`src/rtl/bp_checkpoint_queue_pkg.sv`:
```
`default_nettype none
// ============================================================================
// Module   : bp_checkpoint_queue_pkg
// Brief    : Shared branch-prediction widths and the checkpoint entry type.
// Revision : 1.0 - initial release
// ============================================================================
package bp_checkpoint_queue_pkg;

    localparam int GSHARE_GHSR_WIDTH = 8;
    localparam int BP_CKPT_DEPTH     = 8;

    typedef struct packed {
        logic [31:0]                  pc;
        logic [GSHARE_GHSR_WIDTH-1:0] ghsr;
        logic                         pred;
    } bp_ckpt_t;

endpackage
`default_nettype wire

```
`src/rtl/bp_checkpoint_queue.sv`:
```
`default_nettype none
// ============================================================================
// Module   : bp_checkpoint_queue
// Brief    : In-order checkpoint FIFO between fetch and EXE; drives the gshare
//            EXE-side update bus and flushes younger entries on mispredict.
// Revision : 1.0 - initial release
// ============================================================================
module bp_checkpoint_queue
    import bp_checkpoint_queue_pkg::*;
#(
    parameter int DEPTH = BP_CKPT_DEPTH
) (
    input  logic                         clk,
    input  logic                         reset,
    input  logic                         push0_valid,
    input  logic                         push1_valid,
    input  logic [31:0]                  push0_pc,
    input  logic [31:0]                  push1_pc,
    input  logic [GSHARE_GHSR_WIDTH-1:0] push0_ghsr,
    input  logic [GSHARE_GHSR_WIDTH-1:0] push1_ghsr,
    input  logic                         push0_pred,
    input  logic                         push1_pred,
    input  logic [GSHARE_GHSR_WIDTH-1:0] cur_ghsr,
    input  logic                         res_valid,
    input  logic                         res_tracked,
    input  logic                         res_taken,
    input  logic [31:0]                  res_pc,
    input  logic                         flush,
    output logic                         full,
    output logic                         empty,
    output logic                         mispredict,
    output logic                         EXE_is_BJ,
    output logic                         EXE_update_GHSR,
    output logic                         EXE_branch_taken,
    output logic [31:0]                  EXE_branch_addr,
    output logic [GSHARE_GHSR_WIDTH-1:0] EXE_GHSR_restore,
    output logic                         err_sticky
);

    localparam int PTR_W = $clog2(DEPTH);
    localparam int CNT_W = PTR_W + 1;
    localparam logic [CNT_W-1:0] C_FULL_LEVEL = CNT_W'(DEPTH - 1);

    bp_ckpt_t                     mem_q [DEPTH];
    bp_ckpt_t                     mem_d [DEPTH];
    logic [PTR_W-1:0]             wr_ptr_q, wr_ptr_d, rd_ptr_q, rd_ptr_d, wr_nxt;
    logic [CNT_W-1:0]             count_q, count_d, n_push, n_pop;
    logic                         err_q, err_d, mis_q, mis_d, bj_q, bj_d;
    logic                         upd_q, upd_d, taken_q, taken_d;
    logic [31:0]                  addr_q, addr_d;
    logic [GSHARE_GHSR_WIDTH-1:0] restore_q, restore_d;
    bp_ckpt_t                     head;
    logic                         pop, any_push, push_ok, flush_all;

    assign full  = (count_q >= C_FULL_LEVEL);
    assign empty = (count_q == '0);

    always_comb begin
        head      = mem_q[rd_ptr_q];
        pop       = res_valid && res_tracked && !empty;
        any_push  = push0_valid || push1_valid;
        bj_d      = res_valid;
        taken_d   = res_valid && res_taken;
        addr_d    = '0;
        restore_d = '0;
        mis_d     = 1'b0;
        // An untracked branch (or tracked with nothing queued) was implicitly predicted not-taken.
        if (pop) begin
            addr_d    = head.pc;
            restore_d = head.ghsr;
            mis_d     = (res_taken != head.pred);
        end else if (res_valid) begin
            addr_d    = res_pc;
            restore_d = cur_ghsr;
            mis_d     = res_taken;
        end
        upd_d = mis_d;

        err_d = err_q
              | (any_push && full)
              | (res_valid && res_tracked && empty)
              | (pop && (head.pc != res_pc));

        flush_all = mis_d || flush;
        push_ok   = any_push && !full && !flush_all;
        n_push    = push_ok ? (CNT_W'(push0_valid) + CNT_W'(push1_valid)) : '0;
        n_pop     = CNT_W'(pop);
        wr_nxt    = wr_ptr_q + 1'b1;

        mem_d = mem_q;
        if (push_ok) begin
            if (push0_valid) begin
                mem_d[wr_ptr_q] = '{pc: push0_pc, ghsr: push0_ghsr, pred: push0_pred};
            end
            if (push1_valid) begin
                mem_d[push0_valid ? wr_nxt : wr_ptr_q] =
                    '{pc: push1_pc, ghsr: push1_ghsr, pred: push1_pred};
            end
        end

        if (flush_all) begin
            wr_ptr_d = '0;
            rd_ptr_d = '0;
            count_d  = '0;
        end else begin
            wr_ptr_d = wr_ptr_q + n_push[PTR_W-1:0];
            rd_ptr_d = rd_ptr_q + n_pop[PTR_W-1:0];
            count_d  = count_q + n_push - n_pop;
        end
    end

    always_ff @(posedge clk or posedge reset) begin
        if (reset) begin
            for (int i = 0; i < DEPTH; i++) begin
                mem_q[i] <= '0;
            end
            wr_ptr_q  <= '0;
            rd_ptr_q  <= '0;
            count_q   <= '0;
            err_q     <= 1'b0;
            mis_q     <= 1'b0;
            bj_q      <= 1'b0;
            upd_q     <= 1'b0;
            taken_q   <= 1'b0;
            addr_q    <= '0;
            restore_q <= '0;
        end else begin
            mem_q     <= mem_d;
            wr_ptr_q  <= wr_ptr_d;
            rd_ptr_q  <= rd_ptr_d;
            count_q   <= count_d;
            err_q     <= err_d;
            mis_q     <= mis_d;
            bj_q      <= bj_d;
            upd_q     <= upd_d;
            taken_q   <= taken_d;
            addr_q    <= addr_d;
            restore_q <= restore_d;
        end
    end

    assign mispredict       = mis_q;
    assign EXE_is_BJ        = bj_q;
    assign EXE_update_GHSR  = upd_q;
    assign EXE_branch_taken = taken_q;
    assign EXE_branch_addr  = addr_q;
    assign EXE_GHSR_restore = restore_q;
    assign err_sticky       = err_q;

endmodule
`default_nettype wire

```
`config.mk`:
```
export PLATFORM = sky130hd
export DESIGN_NAME = bp_checkpoint_queue
export DESIGN_NICKNAME = d
export VERILOG_FILES = /design/src/rtl/bp_checkpoint_queue_pkg.sv /design/src/rtl/bp_checkpoint_queue.sv
export SDC_FILE = /design/constraint.sdc
export NUM_CORES = 2
export LEC_CHECK = 0
export BUFFER_PORTS_ARGS = -buffer_cell sky130_fd_sc_hd__clkbuf_2
export CORE_MARGIN = 3
export CORE_UTILIZATION = 42
export DETAILED_ROUTE_END_ITERATION = 6
export PLACE_DENSITY_LB_ADDON = 0.2
export SETUP_SLACK_MARGIN = 0.02
export SLEW_MARGIN = 20
export SYNTH_ARGS = -nofsm -noshare
export SYNTH_HDL_FRONTEND = slang
export SYNTH_SLANG_ARGS = --single-unit
```
`constraint.sdc`:
```
create_clock -name clk -period 12.7 [get_ports clk]
set_clock_uncertainty 0.05 [all_clocks]
set_input_delay 1.27 -clock clk [delete_from_list [all_inputs] [get_ports clk]]
set_output_delay 1.27 -clock clk [all_outputs]
set_load 0.005 [all_outputs]
```
Word level (Yosys, flattened, before mapping)
Index checks and enable logic that the tools add are counted.

storage, ports and cells
  logic and storage cells = 92
  output and inout port bits = 47
  register bits = 382

operators by class
  equal/unequal tests = 2
  order comparisons = 6
  mux-type cells = 23
  bitwise operators = 6
  $add $sub $neg = 6
  reductions and logical operators = 16

operators with widths
  cell                                                                                 number
  328-bit 2-to-1 mux                                                                   3
  328-bit bitwise mux                                                                  2
  41-bit demux with 3-bit select                                                       2
  41-bit 2-to-1 mux                                                                    4
  41-bit binary-select mux with 3-bit select                                           1
  32-bit 2-to-1 mux                                                                    2
  32-bit != test                                                                       1
  8-bit 2-to-1 mux                                                                     2
  4-bit greater-or-equal comparator, second input constant                             3
  3-bit NOT with 4-bit output                                                          3
  1-bit logical AND                                                                    10
  3-bit 2-to-1 mux                                                                     3
  4-bit by 1-bit less-than comparator with 1-bit output, second input constant         2
  4-bit by 2-bit adder with 4-bit output                                               1
  4-bit by 3-bit greater-or-equal comparator with 1-bit output, second input constant  1
  4-bit logical NOT                                                                    1
  4-bit 2-to-1 mux                                                                     1
  4-bit by 1-bit subtractor with 4-bit output                                          1
  3-bit by 1-bit adder with 3-bit output                                               1
  3-bit by 1-bit adder with 3-bit output, second input constant                        1
  3-bit by 2-bit adder with 3-bit output                                               1
  1-bit logical NOT                                                                    3
  1-bit bitwise OR                                                                     3
  1-bit by 1-bit adder with 2-bit output                                               1
  other kinds (4)                                                                      6

Logic depth before layout (Yosys ltp)
  word-level depth = 13
  gate-level depth with buffers = 18

Worst setup path before layout
No wires, ideal clock.

  path type = in2reg
  start point = input port res_valid
  end point = register count_q[3]
  setup time = 127 ps
  slack = 8290 ps
  data required time = 12523 ps
  cell stages on the path = 17
  data arrival time = 4233 ps
  cell sequence = buf_2 -> nand2_1 -> or2_2 -> clkbuf_1 -> nor2_1 -> o211ai_4 -> nor3_2 -> clkbuf_1 -> buf_2 -> nand2_1 -> ha_1 -> inv_1 -> ha_1 -> a21o_1 -> a21oi_1 -> xnor2_1 -> nor2_1

between the ends
  longest elaborated chain between the ends = 10
  elaborated cells on any way between the ends = 11
  classes of those cells = add/sub (2); mux (4); reduce/logical (5)

RTL lines
  item                                         line                        text
  start, declared                              bp_checkpoint_queue.sv:24   input logic res_valid,
  1-bit logical AND (2 in series)              bp_checkpoint_queue.sv:60   pop = res_valid && res_tracked && !empty;
  1-bit 2-to-1 mux                             bp_checkpoint_queue.sv:68   if (pop) begin
  1-bit logical OR                             bp_checkpoint_queue.sv:84   flush_all = mis_d || flush;
  1-bit logical NOT                            bp_checkpoint_queue.sv:85   push_ok = any_push && !full && !flush_all;
  1-bit logical AND                            bp_checkpoint_queue.sv:85
  2-bit 2-to-1 mux                             bp_checkpoint_queue.sv:86   n_push = push_ok ? (CNT_W'(push0_valid) + CNT_W'(push1_valid)) : '0;
  4-bit by 2-bit adder with 4-bit output       bp_checkpoint_queue.sv:108  count_d = count_q + n_push - n_pop;
  4-bit by 1-bit subtractor with 4-bit output  bp_checkpoint_queue.sv:108
  4-bit 2-to-1 mux *                           bp_checkpoint_queue.sv:101  if (flush_all) begin
  via count_d[3]                               bp_checkpoint_queue.sv:47   logic [CNT_W-1:0] count_q, count_d, n_push, n_pop;
  end signal, assigned                         bp_checkpoint_queue.sv:131  count_q <= count_d;
  end, declared                                bp_checkpoint_queue.sv:47

Mark *: on every way through the listed nets, which the timed path passes. The rest lies on a longest branch.
A chain may end at the register's enable or synchronous reset.

Worst setup path after layout
  start point = register rd_ptr_q[1]
  end point = register err_q, in the netlist err_sticky

between the ends
  longest elaborated chain between the ends = 7

RTL lines
  item                                                   line                        text
  start, declared                                        bp_checkpoint_queue.sv:46   logic [PTR_W-1:0] wr_ptr_q, wr_ptr_d, rd_ptr_q, rd_ptr_d, wr_nxt;
  start signal, assigned                                 bp_checkpoint_queue.sv:130  rd_ptr_q <= rd_ptr_d;
  3-bit NOT with 4-bit output (implied by the code)      bp_checkpoint_queue.sv:59   head = mem_q[rd_ptr_q];
  41-bit binary-select mux with 3-bit select             bp_checkpoint_queue.sv:59
  41-bit 2-to-1 mux (implied by the code) (2 in series)  bp_checkpoint_queue.sv:59
  32-bit != test                                         bp_checkpoint_queue.sv:82   | (pop && (head.pc != res_pc));
  1-bit logical AND                                      bp_checkpoint_queue.sv:82
  1-bit bitwise OR                                       bp_checkpoint_queue.sv:82
  via err_d                                              bp_checkpoint_queue.sv:48   logic err_q, err_d, mis_q, mis_d, bj_q, bj_d;
  end signal, assigned                                   bp_checkpoint_queue.sv:132  err_q <= err_d;
  end, declared                                          bp_checkpoint_queue.sv:48

The timed path passes the listed nets, and every way through them passes these cells. The select of a mux whose other input is x is not followed.

==> flow_summary.yaml <==
run_status:
  outcome: "complete, no violations"
clock_network:
  clockBufferDepth: 3
  cts_buffers: 45
  post_cts_buffers: 0
  clockRootBuffer: "clkbuf_16"
  cts_tree: "built"
  htree_levels: 2
  clk-insertion-delay-late_ns: 0.57
  clk_pin_slew_ns: 0.06
  cts-resized-gates: 0
  holdBufCountCts: 0
  cts_num_sinks: 382
timing:
  timing.final.crit_share_pct: 41.0
  hold_viol: 0
  worst_slew_pin_slew_ns: 1.16
  fmax_ghz: 0.192
  rsz0062_at_grt: "no"
  finalSetupViolations: 0
  setup_tns_ns: 0
  report.final.slew_viol_count: 0
  period_needed_ns: 5.21
  maxSlewHeadroom_pct: 22.4
  fin_ws_ns: 7.49
  holdWs_ns: 0.471
power:
  power.internal_mw: 2.91
  irDropWorstVdd_mv: 0.0814
  power_frac_clock_pct: 29.9
  power_density_nw_per_um2: 179
  switching_share_pct: 31.8
  combPwrFrac_pct: 29.2
  fin_total_pwr_mw: 4.27
  switching_power_mw: 1.36
  seqPwrFrac_pct: 40.8
  power_leakage_nw: 9.86
detailed_routing:
  route.vias.total: 16166
  wl_um: 76100
  wl_per_cell_um: 31.6
  viasPerCell: 6.72
  dr.pass1.iters: 7
  ant_nets: 0
  drt_iter0_markers: 1686
  drc: 0
placed_design:
  io_buffers: 176
  gp_congestion: 0.789
  place_inst: 2324
  dpl.hpwl_um: 41200
  dpl_cell_area_um2: 22400
  pre_cts_slack_ns: 7.24
global_routing:
  antenna_found_initial: 7
  grt_pass1_wl_um: 112000
  grt_max_degree: 162
  grt_usage_pct: 27.8
  overflow: 0
  grt_pass1_vias: 16581
floorplan:
  fp.coreArea_um2: 50500
  rows: 82
  dieHeight_um: 233
  start_util_pct: 42.8
  die_area_um2: 54200
  fp.dieW_um: 233
  ios: 177
logic_synthesis:
  ys_seq_area_share_pct: 44.2
  yosysWarnings: 0
  synthCells: 1698
  syn_avg_cell_area_um2: 12.7
  synth_fp_nets: 1843
  ys_ff_latch: 382
  syn_area_um2: 21600
  yosysUniqueCellTypes: 41
job:
  drv_cap: 0
final_layout:
  drive_gt1_share_pct: 40.2
  fin_area_um2: 23900
  nets: 1844
  final_cell_mix: "dfrtp_1 (380), o22ai_1 (328), a2bb2oi_2 (320)"
  utilization_pct: 47.3
  fillers: 4517
  layout.cells.non_filler: 2404
  layout_commonest_cell: "dfrtp_1"
  areaGrowthSynthToFinish_pct: 10.3
hold_path:
  hp-class: "reg2reg"
setup_path:
  crit_required_ns: 13.10
  start_kind: "register"
  critical_path_class: "reg2reg"
  crit_path_end_kind: "register"
  crit_path_max_fanout: 49
  cp_data_arrival_time_ns: 5.61
-- per-layer routing --
metal  wire [um]  GRT usage, %  vias to the layer above
li1            -             -                     6685
met1       32400          39.4                     8429
met2       33700          41.2                      880
met3        7340          6.97                      168
met4        2590          10.1                        4
met5          16             0                        -
-- state kept, by name, indices dropped and copies added, names as in the netlist --
name	flops
EXE_is_BJ	1
mem_q	328
rd_ptr_q	3
EXE_update_GHSR	1
count_q	4
EXE_GHSR_restore	8
err_sticky	1
EXE_branch_addr	32
wr_ptr_q	3
EXE_branch_taken	1
-- logic make-up after synthesis --
family                   after synthesis  synth area share (%)
adder cells (fa/ha/maj)               15                 0.937
multiplexers                         123                  9.34
XOR/XNOR                              38                  1.54
AND/OR/NAND/NOR                      107                  2.51
AO/OA/AOI/OAI                        753                  35.1
flip-flops                           382                  44.2
buffers and inverters                280                  6.39
-- power groups by stage --
| stage | clock (mW) | combinational, mW | sequential, mW |
|---|---|---|---|
| floorplan | 0 | 0.938 | 1.71 |
| global placement | 0 | 1.22 | 1.75 |
| detailed placement | 0 | 1.24 | 1.76 |
| CTS | 1.30 | 1.24 | 1.74 |
| global route | 1.34 | 1.33 | 1.78 |
| finish | 1.28 | 1.25 | 1.75 |
-- cells in the mapped netlist, drive strengths merged --
cell / n / area (um^2)
dfrtp: 382 / 9560
a2bb2oi: 328 / 4870
o22ai: 328 / 2050
buf: 169 / 966
clkbuf: 94 / 353
mux4: 63 / 1420
mux2i: 60 / 601
o21ai: 60 / 300
nand3: 47 / 235
xnor2: 28 / 245
a22oi: 19 / 143
inv: 17 / 63.8
nor2: 15 / 56.3
nand2: 14 / 52.6
ha: 13 / 163
a21oi: 10 / 140
xor2: 10 / 87.6
and2: 7 / 43.8
nor4: 5 / 31.3
nor3: 4 / 25.0
nand4: 3 / 18.8
or2: 3 / 18.8
a31oi: 2 / 12.5
a41oi: 2 / 17.5
fa: 2 / 40.0
nand2b: 2 / 12.5
nor2b: 2 / 12.5
nor3b: 2 / 15.0
or3: 2 / 12.5
a21o: 1 / 7.51
a31o: 1 / 8.76
o211ai: 1 / 21.3
o31ai: 1 / 7.51
or4: 1 / 7.51
-- worst paths after layout --
path / startpoint / to / slack (ns) / depth (start not counted)
worst min-delay path: mem_q[290] / mem_q[290] / 0.47 / 1
worst min register to register: mem_q[290] / mem_q[290] / 0.47 / 1
min in group asynchronous: reset / EXE_GHSR_restore[5] / 0.74 / 2
worst max-delay path: rd_ptr_q[1] / err_sticky / 7.49 / 8
worst max register to register: rd_ptr_q[1] / err_sticky / 7.49 / 8
max in group asynchronous: reset / mem_q[176] / 9.51 / 4
-- critical path: stages (launching register included) --
cell and delay, ns:
dfrtp_4 0.73, buf_4 0.86, buf_4 0.69, mux4_2 0.57, o21ai_0 0.57, xnor2_1 0.12, nor4_1 0.72, a41oi_1 0.21
or4_1 0.50
-- area by class of cell --
cell class / instances / area, um^2 / share of cell area (%)
Tap cell: 672 / 841 / 3.52
Multi-Input combinational cell: 1036 / 10800 / 45.1
Antenna cell: 4 / 10.0 / 0.0420
Timing Repair Buffer: 217 / 1200 / 5.05
Clock buffer: 70 / 1330 / 5.58
Inverter: 17 / 71.3 / 0.299
Clock inverter: 6 / 82.6 / 0.346
Sequential cell: 382 / 9570 / 40.1
(Power assumes the default switching activity.)
